--- src/rtl/permutation_scheduler.sv ---
// Round scheduler for the ASCON permutation. Owns the 320-bit state register
// and the round counter, feeds them to an external combinational round
// datapath and writes the datapath result back once per RUN cycle.

package permutation_scheduler_pkg;
  // Five 64-bit ASCON words, word 0 at index 0
  typedef logic [4:0][63:0] t_state_array;
endpackage

module permutation_scheduler
  import permutation_scheduler_pkg::*;
(
  input  logic         clock,
  input  logic         reset_n,
  input  logic         i_start,
  input  logic [3:0]   i_nb_rounds,
  input  t_state_array i_state,
  output logic [3:0]   o_round,
  output t_state_array o_round_state,
  input  t_state_array i_round_state,
  output t_state_array o_state,
  output logic         o_ready,
  output logic         o_busy,
  output logic         o_done
);

  localparam logic [3:0] MAX_ROUNDS = 4'd12;
  localparam logic [3:0] LAST_ROUND = 4'd11;

  typedef enum logic [1:0] {
    IDLE = 2'd0,
    RUN  = 2'd1,
    DONE = 2'd2
  } fsm_t;

  fsm_t         fsm_reg;
  fsm_t         fsm_next;
  logic [3:0]   round_reg;
  logic [3:0]   round_next;
  t_state_array data_reg;
  t_state_array data_next;

  logic         start_ok;
  logic [3:0]   nb_clamped;

  // A request with zero rounds is not a request; anything above 12 runs as p12
  assign start_ok   = i_start && (i_nb_rounds != 4'd0);
  assign nb_clamped = (i_nb_rounds > MAX_ROUNDS) ? MAX_ROUNDS : i_nb_rounds;

  // FSM state register
  always_ff @(posedge clock or negedge reset_n) begin
    if (!reset_n) begin
      fsm_reg <= IDLE;
    end else begin
      fsm_reg <= fsm_next;
    end
  end

  // FSM next-state logic
  always_comb begin
    fsm_next = fsm_reg;
    case (fsm_reg)
      IDLE:    if (start_ok) fsm_next = RUN;
      RUN:     if (round_reg == LAST_ROUND) fsm_next = DONE;
      DONE:    fsm_next = IDLE;
      default: fsm_next = IDLE;
    endcase
  end

  // FSM outputs: one status flag per state
  always_comb begin
    o_ready = 1'b0;
    o_busy  = 1'b0;
    o_done  = 1'b0;
    case (fsm_reg)
      IDLE:    o_ready = 1'b1;
      RUN:     o_busy  = 1'b1;
      DONE:    o_done  = 1'b1;
      default: o_ready = 1'b0;
    endcase
  end

  // Datapath next values: load on accept, step in RUN, hold otherwise
  always_comb begin
    round_next = round_reg;
    data_next  = data_reg;
    case (fsm_reg)
      IDLE: begin
        if (start_ok) begin
          // Start late in the constant schedule so the last round is always 11
          round_next = MAX_ROUNDS - nb_clamped;
          data_next  = i_state;
        end
      end
      RUN: begin
        data_next = i_round_state;
        // The counter parks at 11 on the final round so it never wraps
        if (round_reg != LAST_ROUND) begin
          round_next = round_reg + 4'd1;
        end
      end
      default: begin
        round_next = round_reg;
        data_next  = data_reg;
      end
    endcase
  end

  // Datapath registers: round counter and permutation state
  always_ff @(posedge clock or negedge reset_n) begin
    if (!reset_n) begin
      round_reg <= 4'd0;
      data_reg  <= '0;
    end else begin
      round_reg <= round_next;
      data_reg  <= data_next;
    end
  end

  assign o_round       = round_reg;
  assign o_round_state = data_reg;
  assign o_state       = data_reg;

endmodule

--- config.mk ---
export PLATFORM = sky130hd
export DESIGN_NAME = permutation_scheduler
export DESIGN_NICKNAME = d
export VERILOG_FILES = /design/src/rtl/permutation_scheduler.sv
export SDC_FILE = /design/constraint.sdc
export NUM_CORES = 1
export LEC_CHECK = 0
export ABC_AREA = 1
export ABC_CLOCK_PERIOD_IN_PS = 1800
export CORE_AREA = 2 2 504 506
export CTS_BUF_LIST = sky130_fd_sc_hd__clkbuf_4
export CTS_CLUSTER_DIAMETER = 150
export DETAILED_ROUTE_END_ITERATION = 10
export DIE_AREA = 0 0 506 508
export PLACE_DENSITY = 0.3
export SYNTH_ARGS = -nofsm -noshare
export SYNTH_HDL_FRONTEND = slang
export SYNTH_SLANG_ARGS = --single-unit
--- constraint.sdc ---
create_clock -name clock -period 1.8 [get_ports clock]
set_input_delay 0.27 -clock clock [delete_from_list [all_inputs] [get_ports clock]]
set_output_delay 0.27 -clock clock [all_outputs]
set_load 0.005 [all_outputs]
==> results of run 1 <==
## per-layer routing
layer,GRT usage,share of wire,vias up
li1,-,-,12790
met1,0.1616,0.41,12620
met2,0.2210,0.46,1074
met3,0.06313,0.11,163
met4,0.03433,0.022,6
met5,0,0.00024,-
## repair_timing
action | 4_1_cts | 5_1_grt
pin swaps | 3 | 3
buffers inserted | 391 | 97
gates cloned | 2 | 7
hold endpoints to repair | 651 | 0
hold buffers | 650 | 0
gates resized for setup | 3486 | 387
setup endpoints to repair | 649 | 962
## synthesized netlist by cell type (all sizes together)
library cell | instances | area [sq um]
or2 | 1 | 6.260
ha | 2 | 25.02
nand2 | 1624 | 6111
a21boi | 1 | 7.510
dfrtp | 326 | 8158
buf | 454 | 3105
o21ai | 4 | 20.02
clkbuf | 43 | 161.4
inv | 7 | 26.28
nor2 | 5 | 21.27
nand3 | 329 | 1647
nand4 | 1 | 6.260
## stage by stage
stage / instance area (sq um) / hold slack [ns] / cells
3_3_place_gp: 35120 / 0.1777 / 7148
2_1_floorplan: 19290 / -0.02559 / 2797
6_report: 48540 / 0.3382 / 8428
3_5_place_dp: 35120 / 0.1782 / 7148
5_1_grt: 48520 / 0.2227 / 8419
4_1_cts: 46800 / 0.07050 / 8366
## how the worst max path moves through the flow
| stage | end | from | cells past startpoint |
|---|---|---|---|
| 2_1_floorplan | o_round_state[10] | fsm_reg[0] | 7 |
| 5_1_grt | o_busy | fsm_reg[1] | 5 |
| 3_5_place_dp | o_round_state[259] | i_nb_rounds[0] | 9 |
| 6_report | o_busy | fsm_reg[0] | 4 |
| 3_3_place_gp | o_round_state[259] | i_nb_rounds[2] | 9 |
| 4_1_cts | o_busy | fsm_reg[0] | 4 |
## cells by family (layout without fill, tap and decap cells)
kind of cell	count (synthesis)	count (layout)
other cells	0	11
compound gates	5	5
buf+inv	504	2757
simple gates	1960	1961
fa+ha+maj	2	2
flops	326	326
## where the power goes
group | switching [uW] | leakage, uW | internal, uW
sequential | 4610 | 0.00381 | 11400
clock | 4100 | 0.000750 | 3850
combinational | 28100 | 0.0186 | 29200
## cells in the final DEF (no fill, tap or decap)
master                            Yosys  routed
sky130_fd_sc_hd__dlygate4sd3_1        0     649
sky130_fd_sc_hd__or2_2                1       1
sky130_fd_sc_hd__o21ai_0              4       4
sky130_fd_sc_hd__nand2_4              2       1
sky130_fd_sc_hd__clkbuf_4             0     154
sky130_fd_sc_hd__nand3_4              0       1
sky130_fd_sc_hd__buf_16               0       7
sky130_fd_sc_hd__buf_4              338     259
sky130_fd_sc_hd__nand2_1           1622    1618
sky130_fd_sc_hd__inv_6                0       1
sky130_fd_sc_hd__buf_8                0      25
sky130_fd_sc_hd__inv_2                2       1
sky130_fd_sc_hd__inv_12               0       1
sky130_fd_sc_hd__clkinv_1             0      18
sky130_fd_sc_hd__nand2_2              0       3
sky130_fd_sc_hd__buf_6                3     830
sky130_fd_sc_hd__diode_2              0      11
sky130_fd_sc_hd__nand2_8              0       3
sky130_fd_sc_hd__buf_2               88      71
sky130_fd_sc_hd__clkinv_4             0       2
sky130_fd_sc_hd__buf_12               0      67
sky130_fd_sc_hd__nand3_1            329     328
sky130_fd_sc_hd__clkbuf_2             0      14
sky130_fd_sc_hd__inv_1                5       5
sky130_fd_sc_hd__dfrtp_2              0     138
sky130_fd_sc_hd__nor2_1               4       4
sky130_fd_sc_hd__ha_1                 2       2
sky130_fd_sc_hd__clkdlybuf4s50_1      0     645
sky130_fd_sc_hd__clkinvlp_4           0       1
sky130_fd_sc_hd__bufbuf_16            0       1
sky130_fd_sc_hd__clkbuf_16            0       6
sky130_fd_sc_hd__dfrtp_1            326     188
sky130_fd_sc_hd__a21boi_0             1       1
sky130_fd_sc_hd__nand4_1              1       1
sky130_fd_sc_hd__nor2_4               0       1
## tightest hold or removal path, stage by stage
cell	delay, ns
sky130_fd_sc_hd__dlygate4sd3_1	0.53
sky130_fd_sc_hd__clkdlybuf4s50_1	0.42
sky130_fd_sc_hd__nand2_1	0.07
sky130_fd_sc_hd__nand2_1	0.04
sky130_fd_sc_hd__nand2_1	0.05
sky130_fd_sc_hd__nand2_1	0.04
## area by class of cell
class	instances	area, sq um
Clock buffer	154	1156
Tap cell	3366	4212
Timing Repair Buffer	2574	26760
Sequential cell	326	8330
Inverter	7	38.79
Multi-Input combinational cell	1968	7914
Clock inverter	22	101.3
Fill cell	28340	203800
Antenna cell	11	27.53
==> impl_summary.log, run 1 <==
INFO  metric floorplan.initialDensity = 0.07647
INFO  metric die_width = 506 um
INFO  metric totalWireLength = 184.8 mm
INFO  metric synth-adder-area-share = 0.001297
INFO  metric detail_route.vias_per_cell = 3.162
INFO  metric grt_first_pass_wirelength = 240.3 mm
INFO  metric final_net_count = 5634
INFO  metric leakagePower = 0.02315 uW
INFO  metric synth_sequential_area_ratio = 0.4228
INFO  metric worst_clock_skew = 0.06506 ns
INFO  metric dieHeight = 508 um
INFO  metric h-tree-depth = 3
INFO  metric first_global_vias = 28150
INFO  metric timing.critical_path.arrival = 1.92 ns
INFO  metric synth-simple-area-share = 0.4038
INFO  metric worst_ir_drop_vdd = 589.7 uV
INFO  metric min-delay-path-class = in -> reg
INFO  metric period_needed = 2.187 ns
INFO  metric r2r-start = fsm_reg[1]
INFO  metric vias = 26650
INFO  metric total_overflow_reported_by_the_global_router = 0
INFO  metric syn_inst = 2797
INFO  metric clk-insertion-delay-late = 1.08 ns
INFO  metric rows = 185
INFO  metric cpPeakStageDelay = 0.46 ns
INFO  metric largest_register_ffs = 320
INFO  metric start_kind = flip-flop
INFO  metric worst_hold_endpoint = o_round_state[218]
INFO  metric worst_r2r_path_depth = 10
INFO  metric clock-sinks = 326
INFO  metric place.port_buffers = 1293
INFO  metric worst_ep_required_time = 1.53 ns
INFO  metric synthMuxAreaShare = 0
INFO  metric tritoncts_clock_tree = built
INFO  metric timing_hold_violations_final = 0
INFO  metric post-route-worst-setup-slack = -0.3868 ns
INFO  metric clock_transition_time_at_the_flip_flop_clock_pins_of_the_worst_setup_and_hold_paths = 0.07 ns
INFO  metric finalSetupViolations = 946
INFO  metric cp_max_fo = 3
INFO  metric postLayoutCoreUtil = 0.1924
INFO  metric cts_buffer_depth = 3
INFO  metric cp_num_buf_inv = 3
INFO  metric worst_rel_slew_slack = 0.7046
INFO  metric layout-area-overhead-vs-synth = 151.6%
INFO  metric p_total = 81340 uW
INFO  metric postSynthRegisterBits = 326
INFO  metric antenna_found_initial = 11
INFO  metric cp-end-kind = output port
INFO  metric fmax = 457.3 MHz
INFO  metric timing.setup.critical_path_class = reg -> out
INFO  metric hp-start = i_round_state[218]
INFO  metric route.detailed.drc = 0
INFO  metric postSynthNetCount = 3446
INFO  metric failed_checks = setup timing
INFO  metric status = finished, violations left
INFO  metric yosysWarningCount = 0
INFO  metric synth_compound_area_frac = 0.001427
INFO  metric drt_iter0_drc = 1373
INFO  metric dominant_combinational_cell_family_by_area_after_synthesis = simple AND/OR/NAND/NOR gates
INFO  metric synth-xor-area-share = 0
INFO  metric r2r_setup_slack = -0.14 ns
INFO  metric slew_violations = 0
INFO  metric count_of_antenna_violating_nets_left_after_detailed_routing = 0
INFO  metric grt_max_degree = 57
INFO  metric rsz0062_at_grt = yes
INFO  metric critical_path.reg2reg.endpoint = o_round_state[257]
INFO  metric clock-root-buffer = sky130_fd_sc_hd__clkbuf_4
INFO  metric setup_tns = -117.98 ns
INFO  metric ratio_of_cells_with_drive_above_1_in_the_final_layout = 0.3144
INFO  metric drv_cap = 0
INFO  metric dp_hpwl = 145.8 mm
INFO  metric post-route-period-util = 1.215
INFO  metric design.die.area = 257000 sq um
INFO  metric gp_congestion = 0.8611
INFO  metric synth_cell_type_count = 18
INFO  metric dr.pass1.iters = 8
INFO  metric critical_path.cell_chain = nand2_8, inv_12, buf_12, buf_6
INFO  metric powerDensity = 1676 nW/um^2
INFO  metric grt_util_all_layers = 0.1362
INFO  metric synthesis.area = 19290 sq um
INFO  metric worst_hold_stages = 6
INFO  metric syn_area_cell = 6.898 sq um
INFO  metric tritoncts.num_buffers = 108
INFO  metric core = 252300 sq um
INFO  metric slowest_stage = sky130_fd_sc_hd__dfrtp_2
INFO  metric critical_path.top_delay_family = flip-flops
INFO  metric tightestPinTransition = 0.4430 ns
INFO  metric detail_route.wl_per_cell = 21.93 um
INFO  metric num_io_pins = 1294
INFO  metric pre_cts_setup_slack = -0.3650 ns
No activity file was read; power rests on OpenSTA's default activity.
==> inputs of run 2 (changes only) <==
- GPL_TIMING_DRIVEN: not set -> 1
==> results of run 2 <==
Same layout as run 1: the final DEF is identical, and so are final timing and power.
